**src/rtl/conv_mem_sequencer_pkg.sv**
```systemverilog
// Shared widths and sequencer state encoding for the Conv / bram_memory datapath.
package conv_mem_sequencer_pkg;

  localparam int DEF_BIT_LEN    = 8;
  localparam int DEF_RAM_WIDTH  = 13;
  localparam int DEF_NB_ADDRESS = 10;
  localparam int DEF_M_LEN      = 3;
  localparam int DEF_CONV_LAT   = 6;

  typedef enum logic [2:0] {
    ST_IDLE   = 3'd0,
    ST_LOAD_K = 3'd1,
    ST_RUN    = 3'd2,
    ST_DRAIN  = 3'd3,
    ST_DONE   = 3'd4
  } seq_state_e;

endpackage

```
**src/rtl/conv_mem_sequencer_latency_valid_pipe.sv**
```systemverilog
// DEPTH-deep valid shift register with advance enable, clear and empty flag.
module latency_valid_pipe #(
  parameter int DEPTH = 6
) (
  input  logic clk,
  input  logic rst_n,
  input  logic en,
  input  logic clr,
  input  logic din,
  output logic dout,
  output logic empty
);

  logic [DEPTH-1:0] pipe_q, pipe_d;

  always_comb begin
    pipe_d = pipe_q;
    if (clr) begin
      pipe_d = '0;
    end else if (en) begin
      pipe_d[0] = din;
      for (int i = 1; i < DEPTH; i++) begin
        pipe_d[i] = pipe_q[i-1];
      end
    end
  end

  always_ff @(posedge clk) begin
    if (!rst_n) pipe_q <= '0;
    else        pipe_q <= pipe_d;
  end

  assign dout  = pipe_q[DEPTH-1];
  assign empty = (pipe_q == '0);

endmodule

```
**src/rtl/conv_mem_sequencer.sv**
```systemverilog
// Sequences kernel load, image streaming and latency-aligned write-back for one Conv pass.
module conv_mem_sequencer
  import conv_mem_sequencer_pkg::*;
#(
  parameter int BIT_LEN    = DEF_BIT_LEN,
  parameter int RAM_WIDTH  = DEF_RAM_WIDTH,
  parameter int NB_ADDRESS = DEF_NB_ADDRESS,
  parameter int M_LEN      = DEF_M_LEN,
  parameter int CONV_LAT   = DEF_CONV_LAT
) (
  input  logic                  CLK100MHZ,
  input  logic                  i_reset,
  input  logic                  i_start,
  input  logic                  i_abort,
  input  logic                  i_en,
  input  logic [NB_ADDRESS-1:0] i_last_addr,
  input  logic [NB_ADDRESS-1:0] i_micro_addr,
  input  logic                  i_k_valid,
  output logic                  o_k_ready,
  output logic                  o_selecK_I,
  output logic                  o_conv_valid,
  input  logic [RAM_WIDTH-1:0]  i_conv_data,
  output logic [NB_ADDRESS-1:0] o_rd_addr,
  output logic [NB_ADDRESS-1:0] o_wr_addr,
  output logic                  o_wr_en,
  output logic [RAM_WIDTH-1:0]  o_wr_data,
  output logic                  o_busy,
  output logic                  o_done
);

  localparam int              KCNT_W = $clog2(M_LEN + 1);
  localparam logic [KCNT_W-1:0] K_LAST = KCNT_W'(M_LEN - 1);

  seq_state_e            state_q, state_d;
  logic [KCNT_W-1:0]     kcnt_q, kcnt_d;
  logic [NB_ADDRESS-1:0] rd_q, rd_d;
  logic [NB_ADDRESS-1:0] wr_q, wr_d;
  logic [NB_ADDRESS-1:0] last_q, last_d;
  logic                  wr_en_q, wr_en_d;
  logic [RAM_WIDTH-1:0]  wr_data_q, wr_data_d;
  logic                  done_q, done_d;

  logic pipe_en, pipe_in, pipe_out, pipe_empty;
  logic k_accept, wr_fire;

  latency_valid_pipe #(.DEPTH(CONV_LAT)) u_vpipe (
    .clk   (CLK100MHZ),
    .rst_n (i_reset),
    .en    (pipe_en),
    .clr   (i_abort),
    .din   (pipe_in),
    .dout  (pipe_out),
    .empty (pipe_empty)
  );

  always_comb begin
    state_d      = state_q;
    kcnt_d       = kcnt_q;
    rd_d         = rd_q;
    wr_d         = wr_q;
    last_d       = last_q;
    wr_en_d      = wr_en_q;
    wr_data_d    = wr_data_q;
    done_d       = done_q;
    o_selecK_I   = 1'b0;
    o_k_ready    = 1'b0;
    o_conv_valid = 1'b0;
    o_rd_addr    = rd_q;
    pipe_en      = 1'b0;
    pipe_in      = 1'b0;
    k_accept     = 1'b0;

    // A registered write is held through a stall and retired on the next enabled cycle.
    wr_fire = wr_en_q & i_en;
    if (wr_fire) wr_d = wr_q + 1'b1;
    if (i_en) begin
      wr_en_d   = pipe_out;
      wr_data_d = i_conv_data;
    end

    case (state_q)
      ST_IDLE, ST_DONE: begin
        o_rd_addr = i_micro_addr;
        if (state_q == ST_DONE) state_d = ST_IDLE;
        if (i_start) begin
          state_d = ST_LOAD_K;
          last_d  = i_last_addr;
          kcnt_d  = '0;
          rd_d    = '0;
          wr_d    = '0;
          done_d  = 1'b0;
        end
      end
      ST_LOAD_K: begin
        o_k_ready    = i_en;
        k_accept     = i_k_valid & i_en;
        o_conv_valid = k_accept;
        if (k_accept) begin
          kcnt_d = kcnt_q + 1'b1;
          if (kcnt_q == K_LAST) state_d = ST_RUN;
        end
      end
      ST_RUN: begin
        o_selecK_I   = 1'b1;
        o_conv_valid = i_en;
        pipe_en      = i_en;
        pipe_in      = 1'b1;
        if (i_en) begin
          if (rd_q == last_q) state_d = ST_DRAIN;
          else                rd_d    = rd_q + 1'b1;
        end
      end
      ST_DRAIN: begin
        o_selecK_I   = 1'b1;
        o_conv_valid = i_en;
        pipe_en      = i_en;
        // Leave only once the final pending write has actually been retired.
        if (pipe_empty && (i_en || !wr_en_q)) begin
          state_d = ST_DONE;
          done_d  = 1'b1;
        end
      end
      default: state_d = ST_IDLE;
    endcase

    if (i_abort) begin
      state_d = ST_IDLE;
      done_d  = 1'b0;
      wr_en_d = 1'b0;
    end
  end

  always_ff @(posedge CLK100MHZ) begin
    if (!i_reset) begin
      state_q   <= ST_IDLE;
      kcnt_q    <= '0;
      rd_q      <= '0;
      wr_q      <= '0;
      last_q    <= '0;
      wr_en_q   <= 1'b0;
      wr_data_q <= '0;
      done_q    <= 1'b0;
    end else begin
      state_q   <= state_d;
      kcnt_q    <= kcnt_d;
      rd_q      <= rd_d;
      wr_q      <= wr_d;
      last_q    <= last_d;
      wr_en_q   <= wr_en_d;
      wr_data_q <= wr_data_d;
      done_q    <= done_d;
    end
  end

  assign o_wr_en   = wr_en_q & i_en;
  assign o_wr_addr = wr_q;
  assign o_wr_data = wr_data_q;
  assign o_busy    = (state_q == ST_LOAD_K) || (state_q == ST_RUN) || (state_q == ST_DRAIN);
  assign o_done    = done_q;

endmodule

```
**config.mk**
```make
export PLATFORM = sky130hd
export DESIGN_NAME = conv_mem_sequencer
export DESIGN_NICKNAME = d
export VERILOG_FILES = /design/src/rtl/conv_mem_sequencer_pkg.sv /design/src/rtl/conv_mem_sequencer_latency_valid_pipe.sv /design/src/rtl/conv_mem_sequencer.sv
export SDC_FILE = /design/constraint.sdc
export NUM_CORES = 1
export LEC_CHECK = 0
export ABC_AREA = 1
export CORE_UTILIZATION = 45
export CTS_CLUSTER_DIAMETER = 60
export DETAILED_ROUTE_END_ITERATION = 7
export PLACE_DENSITY = 0.76
export SETUP_SLACK_MARGIN = 0.05
export SLEW_MARGIN = 25
export SYNTH_ARGS = -nofsm -noshare
export SYNTH_HDL_FRONTEND = slang
export SYNTH_SLANG_ARGS = --single-unit
```
**constraint.sdc**
```tcl
create_clock -name CLK100MHZ -period 2.3 [get_ports CLK100MHZ]
set_input_delay 0.46 -clock CLK100MHZ [delete_from_list [all_inputs] [get_ports CLK100MHZ]]
set_output_delay 0.46 -clock CLK100MHZ [all_outputs]
set_load 0.05 [all_outputs]
```
# Word-level counts from Yosys, hierarchy flattened
# Cells that the tools add are included.
[word_totals] in_bits=39 output_inout_bits=39 word_cells=74 ff_bits=56
[op_classes] add_sub_neg=3 mux=27 bitwise=3 n_reduce_logical=18 eq_ne=14
[ops] operator="two-way mux 10 bit" n=7
[ops] operator="two-way mux 3 bit" n=7
[ops] operator="adder 10 x 1 -> 10 bit, second input constant" n=2
[ops] operator="one-hot mux 10 bit (2 select lines)" n=1
[ops] operator="!= test 2 bit, second input constant" n=7
[ops] operator="one-hot mux 3 bit (4 select lines)" n=1
[ops] operator="== test 10 bit" n=1
[ops] operator="== test 3 x 2 -> 1 bit, second input constant" n=2
[ops] operator="zero test 6 bit" n=1
[ops] operator="two-way mux 1 bit" n=6
[ops] operator="AND reduction 3 bit" n=2
[ops] operator="AND reduction 6 bit" n=1
[ops] operator="nonzero test 2 bit" n=3
[ops] operator="OR reduction 2 bit" n=3
[ops] operator="two-way mux 2 bit" n=2
[ops] operator="one-hot mux 1 bit (2 select lines)" n=2
[ops] operator="one-hot mux 2 bit (2 select lines)" n=1
[ops] operator="AND reduction 4 bit" n=1
[ops] operator="== test 3 x 1 -> 1 bit, second input constant" n=1
[ops] operator="== test 3 bit, second input constant" n=1
[ops] operator="zero test 3 bit" n=1
[ops] operator="logical OR 1 bit" n=3
[ops] operator="!= test 3 bit, second input constant" n=1
[ops] operator="adder 2 x 1 -> 2 bit, second input constant" n=1
[ops] operator="6 further kinds" n=7

# Depth between registers and ports, before layout
# Gate-level depths: netlist of run 1.
[depth] ltp_word=5 depth_mapped=11 mapped_depth_nobuf=11

# By module
# A second synthesis of run 1 with hierarchy kept.
[unflattened] hier_cells=386 area_unflattened_um2=2686.3
[modules_own_cells] module="conv_mem_sequencer" cells_each=354 seq_area_each_um2=1001.0 n_inst=1 area_per_inst_um2=2458.6
[modules_own_cells] module="latency_valid_pipe" cells_each=32 seq_area_each_um2=120.1 n_inst=1 area_per_inst_um2=227.7

# Worst setup path before layout of run 1
# Ideal clock, no wire load.
[synth_timing] path_type="register -> output" startpoint="register state_q[0]" endpoint="output port o_rd_addr[0]" t_arrival_ns=1.895 path_slack_ns=-0.055 stages_incl_launch_ff=6 n_path_buf=1 required_time_ns=1.840 cell_sequence="dfxtp_1 > inv_2 > nand2_4 > inv_2 > clkbuf_1 > o21ai_0"
[synth_between] elab_chain_cells=3 word_cells_on_any_way=4 classes_between="eq/ne: 1; mux: 1; reduce/logical: 2"
[synth_lines] item="start: declaration" line="conv_mem_sequencer.sv:34" source="seq_state_e state_q, state_d;"
[synth_lines] item="start signal: assignment" line="conv_mem_sequencer.sv:144" source="state_q <= state_d;"
[synth_lines] item="== test 3 bit / zero test 3 bit (equally long branches)" line="conv_mem_sequencer.sv:81" source="case (state_q)"
[synth_lines] item="OR reduction 2 bit *" line="conv_mem_sequencer.sv:81"
[synth_lines] item="two-way mux 10 bit *" line="conv_mem_sequencer.sv:81"
[synth_lines] item="end: declaration" line="conv_mem_sequencer.sv:23" source="output logic [NB_ADDRESS-1:0] o_rd_addr,"
# Mark *: on every way between the ends. The rest lies on a longest branch, timed or not.

# Final worst setup path of run 1
[layout_timing] startpoint="register state_q[1]" endpoint="output port o_rd_addr[0]"
# Same word-level chain as after synthesis.

==> results of run 1 <==
[final timing paths]
kind,start,endpoint,slack [ns],cells past startpoint
min,last_q[0],last_q[0],0.47,2
max reg2reg,state_q[1],kcnt_q[0],0.57,8
max,state_q[1],o_rd_addr[0],0.22,5
min reg2reg,last_q[0],last_q[0],0.47,2
[per-stage QoR]
step | std cells | setup TNS, ns | instance area [µm²] | utilization | total power [mW]
floorplan | 383 | -0.330 | 2690 | - | 1.49
global placement | 529 | 0 | 3680 | 0.653 | 1.75
detailed placement | 529 | 0 | 3680 | 0.653 | 1.77
CTS | 537 | 0 | 3790 | 0.672 | 2.41
global route | 537 | 0 | 3790 | 0.672 | 2.52
finish | 537 | 0 | 3790 | 0.672 | 2.40
[tightest hold or removal path: stages (launching register included)]
cell and delay [ns]:
dfxtp_1 0.32, inv_1 0.06, a21oi_1 0.05
[per-layer routing]
layer | vias to the layer above | track usage | share of wire
met4 | 0 | 0.0909 | 0.020
met5 | - | 0 | 0
met1 | 1175 | 0.260 | 0.45
met2 | 85 | 0.398 | 0.47
met3 | 10 | 0.0480 | 0.062
li1 | 1384 | - | -
[synthesized netlist by cell type, drive strengths merged]
master  count
clkinv      2
ha          3
o21ai      38
nor3        5
nor2       75
nand2      81
buf         4
nor3b       5
xnor2       6
clkbuf      7
or2         4
a211oi      2
nand3      21
dfxtp      56
xor2        6
a31oi       1
nand4       2
inv        35
a21oi      30
[sequential cells by signal, summed over array words and instances (netlist names)]
name            flops
rd_q               10
kcnt_q              2
u_vpipe.pipe_q      6
state_q             3
last_q             10
o_wr_data          13
o_wr_addr          10
o_done              1
wr_en_q             1
[logic make-up after synthesis]
kind of cell	synth area share
AND/OR/NAND/NOR	0.319
AO/OA/AOI/OAI	0.138
flip-flops	0.416
buffers and inverters	0.0738
XOR/XNOR	0.0390
adder cells (fa/ha/maj)	0.0139
[area by class of cell]
class	count	area (µm²)
Tap cell	72	90.1
Fill cell	463	1850
Clock inverter	2	38.8
Timing Repair Buffer	85	957
Sequential cell	56	1120
Multi-Input combinational cell	279	1370
Clock buffer	6	72.6
Inverter	37	139
[power by group through the flow]
stage,clock [mW],combinational [mW],sequential (mW)
after global routing,0.709,0.745,1.06
after floorplan,0,0.362,1.13
after global placement,0,0.675,1.08
final,0.654,0.687,1.06
after CTS,0.666,0.689,1.06
after detailed placement,0,0.686,1.08
==> summary.md, run 1 <==
| Metric | Value |
|---|---|
| Routed length per instance | `12.1 µm` |
| Grt total ovfl | `0` |
| Skew final | `0.00487 ns` |
| Via count | `2654` |
| NetSw | `0.771 mW` |
| Sequential element share of the synthesized area | `0.416` |
| I/O Pins | `78` |
| Via density | `4.94` |
| Commonest non-fill, non-tap cell in the layout | `nand2_1` |
| Post-synthesis net count | `425` |
| Hold-fix buffers at CTS | `0` |
| Antenna viol nets, final | `0` |
| F_max | `480 MHz` |
| Cell Area, Synth | `2690 µm²` |
| RSZ-0062 raised after global routing | `false` |
| Clock buffer depth | `2` |
| Slowest cell on crit path | `dfxtp_1` |
| Worst-path maximum fanout | `19` |
| Port Buffers | `77` |
| Clock root buffer | `clkbuf_8` |
| Kind of cell adding the most delay to the critical path | `buffers and inverters` |
| Flop pwr share | `0.441` |
| Final min period | `2.08 ns` |
| Post-CTS Resized | `1` |
| Hold Path Class | `register to register` |
| Die W | `79.4 µm` |
| Final setup viols | `0` |
| Worst IR drop on VDD | `0.403 mV` |
| Detailed Place HPWL | `4920 µm` |
| Critical Path Sink Type | `output port` |
| Crit path required time | `1.84 ns` |
| Max-capacitance violation count | `0` |
| Syn avg cell area | `7.03 µm²` |
| Most frequent cells in the layout | `nand2_1, nor2_1, clkdlybuf4s50_1` |
| Pint | `1.63 mW` |
| Top cell type's share of synthesized area | `0.416` |
| Die height | `79.4 µm` |
| Final cycle utilization of the critical path | `0.906` |
| Ratio of cells with drive above 1 in the final layout | `0.110` |
| CP arrival | `1.62 ns` |
| DP Worst Slack | `0.158 ns` |
| CP cell instances | `inv_1 > nand2_4 > inv_2 > o21ai_0 > buf_12` |
| DR DRC count | `0` |
| Setup Buffers After CTS | `0` |
| Critical path class | `register to output port` |
| GPL Wtd Cong | `0.899` |
| Placeable Area | `5640 µm²` |
| Largest net degree at the start of global routing | `29` |
| CTS clock-pin slew for the worst setup and hold paths | `0.10 ns` |
| Fin. max-slew vios | `0` |
| Total Routing Usage GR | `0.224` |
| Clock power frac | `0.273` |
| Power Density | `632 nW/µm²` |
| Worst setup SP type | `register` |
| Leakage | `1.53 nW` |
| Worst-Margin Slew | `0.516 ns` |
| Comb pwr share | `0.286` |
| Post-Syn Instances | `383` |
| Setup ws final | `0.216 ns` |
| Latest clock arrival within the worst-skew pair | `0.31 ns` |
| Via count of the first global-routing pass | `2593` |
| Critical path's largest stage delay | `0.39 ns` |
| Final hold viol count | `0` |
| Status | `completed` |
| CTS Sinks | `56` |
| Count of different cell masters after synthesis | `29` |
| Number of antenna repair diodes | `0` |
| Hold slack final | `0.470 ns` |
| YS warnings | `0` |
| H-tree levels | `2` |
| First-pass GRT wire length | `11100 µm` |
| Total Wirelength | `6510 µm` |
| Die footprint | `6300 µm²` |
| Number of antenna violations at the first check in global routing | `0` |
| DRT iter0 DRCs | `124` |
| CP bufs+invs | `3` |
| Relative slew slack | `0.655` |
| Area contributors post-synth | `dfxtp_1, nand2_1, nor2_1` |
| Pre-Repair DR Iteration Count | `4` |
| CTS tree | `yes` |
| Initial core utilization | `0.477` |
| Nets@finish | `506` |
| Area Overhead vs Synth | `40.8%` |
| Core Rows | `27` |
| TritonCTS Buffers | `5` |
| Seq cells post-synth | `56` |
| Cell taking the most area after synthesis | `dfxtp_1` |
| Sw frac | `0.321` |
Note: power is estimated with default switching activity, not from simulation.
==> run 2: changes to the inputs <==
--- a/config.mk
+++ b/config.mk
@@ -6,6 +6,7 @@
 export NUM_CORES = 1
 export LEC_CHECK = 0
 export ABC_AREA = 1
+export CAP_MARGIN = 20
 export CORE_UTILIZATION = 45
 export CTS_CLUSTER_DIAMETER = 60
 export DETAILED_ROUTE_END_ITERATION = 7
==> results of run 2 <==
Final layout, timing and power as in run 1 (identical DEF).
==> variant: new RTL, flow settings as in run 1 <==
Encoding of `seq_state_e`: now one-hot (5 bits for 5 states).
--- a/src/rtl/conv_mem_sequencer_pkg.sv
+++ b/src/rtl/conv_mem_sequencer_pkg.sv
@@ -9,8 +9,8 @@
 
-  typedef enum logic [2:0] {
-    ST_IDLE   = 3'd0,
-    ST_LOAD_K = 3'd1,
-    ST_RUN    = 3'd2,
-    ST_DRAIN  = 3'd3,
-    ST_DONE   = 3'd4
+  typedef enum logic [4:0] {
+    ST_IDLE   = 5'b00001,
+    ST_LOAD_K = 5'b00010,
+    ST_RUN    = 5'b00100,
+    ST_DRAIN  = 5'b01000,
+    ST_DONE   = 5'b10000
   } seq_state_e;
Behaviour: no difference found for any inputs over 10 cycles, from zero or initial values and one cycle with i_reset low; not proved beyond that.
==> variant against run 1 <==
- the flow now finishes with violations (DRC)
- design area increased by 9.7%
- routed wire length increased by 13%
- critical path depth increased by 1
- total power increased by 16%
- sequential cell count increased by 2
- maximum frequency decreased by 2.5%
- utilization decreased by 1.3 points
- combinational power decreased by 4.7%
- sequential share of layout area decreased by 1.6 points
- clock power increased by 59%
- non-clock buffer count increased by 1
- worst setup slack got worse by 0.053 ns
- synthesized area increased by 8.6%
- largest cell class unchanged
- largest power group unchanged
==> variant: results (changes against run 1) <==
Final Non-Filler Cells: 589 (+9.7%)
layout cells sized above 1: 15.6% (+4.7 points)
# nets final: 549 (+8.5%)
met1 Use GR: 29.2% (+3.2 points)
Clock Pin Slew Worst Setup and Hold Paths: 0.07 ns (-0.03 ns)
DRT Pass-1 Iters: 7 (+3)
WP data arrival: 1.68 ns (+0.06 ns)
DRC: 2 (+2)
Worst Max-Slew Pin Slew: 0.536 ns (+0.0201 ns)
CTS Buf Count: 9 (+4)
vias in the first global route: 2696 (+4.0%)
commonest cells in the synthesized netlist: 83 x nor2_1, 78 x nand2_1, 58 x dfxtp_1, 40 x inv_1, 35 x o21ai_0
synth unique cells: 33 (+14%)
run status: complete, but fails checks
total track usage: 23.4% (+1.0 points)
largest net degree at the start of global routing: 25 (-14%)
vias: 2966 (+12%)
first-pass GRT wire length: 12.2 mm (+9.6%)
Worst Path Max Fanout: 19 (unchanged)
DR WL/cell: 12.5 um (+3.1%)
Mean Syn Cell Area: 6.93 um2 (-1.4%)
placed cell count: 572 (+8.1%)
delay of the slowest critical-path stage: 0.35 ns (-0.04 ns)
dpl hpwl: 5.34 mm (+8.5%)
sequential share of the synthesized area: 39.7% (-1.9 points)
Syn Nets: 464 (+9.2%)
H-tree levels: 3 (+1)
NetSw: 0.830 mW (+7.7%)
Worst VDD drop: 0.626 mV (+55%)
worst skew pair latency: 0.34 ns (+0.03 ns)
Area contributors post-synth: dfxtp_1 40%, nor2_1 11%, nand2_1 10%, o21ai_0 6.0%, inv_1 5.1%
met2 Track Usage GR: 37.9% (-2.0 points)
failing checks: DRC
## variant: worst paths after layout
check	cells after the start	endpoint	slack, ns	startpoint
max	6	o_rd_addr[6]	0.16	state_q[0]
min reg2reg	2	last_q[8]	0.47	last_q[8]
min	2	last_q[8]	0.47	last_q[8]
max reg2reg	10	o_wr_addr[8]	0.58	state_q[0]
## variant: timing repair
| item | 4_1_cts | 5_1_grt |
|---|---|---|
| hold buffers | 0 | 0 |
| setup endpoints to repair | 10 | 1 |
| setup buffers | 0 | 1 |
| resized for setup | 11 | 3 |
| cloned | 0 | 0 |
| hold endpoints to repair | 0 | 0 |
## variant: worst min-delay path, cell delays in order (launching register included)
cell and delay (ns):
dfxtp_1 0.31, inv_1 0.06, a21oi_1 0.06
## variant: area by class of cell
type                    instances  area, um2
clock buffers                  11        141
clock inverters                 5       77.6
fillers                       547       2150
inverters                      49        193
multi-input cells             303       1510
flip-flops and latches         58       1160
well taps                      77       96.3
repair buffers                 86        976
## variant: cells by family after synthesis
kind of cell,count (synthesis),share of synthesized area [%]
simple gates,215,32.8
flops,58,39.7
fa+ha+maj,3,1.28
xor+xnor,10,2.99
buf+inv,61,8.90
compound gates,75,14.3
## variant: metal layers
layer	up-vias	share of wire, %
met5	-	0
met4	0	0.91
met3	5	8.2
met2	95	46
met1	1336	45
li1	1530	-
## variant: power by group through the flow
stage	Sequential (mW)	Clock [mW]	Combinational, mW
2_1_floorplan	1.15	0	0.345
3_3_place_gp	1.10	0	0.644
3_5_place_dp	1.10	0	0.649
4_1_cts	1.08	1.06	0.658
5_1_grt	1.09	1.12	0.709
6_report	1.08	1.04	0.655
## variant: stage by stage
stage / setup slack [ns] / hold WS [ns] / cell area (um2)
floorplan: -0.299 / 0.444 / 2930
global placement: 0.218 / 0.455 / 3920
detailed placement: 0.160 / 0.465 / 3920
CTS: 0.0718 / 0.475 / 4140
global route: 0.0574 / 0.495 / 4160
finish: 0.164 / 0.472 / 4160
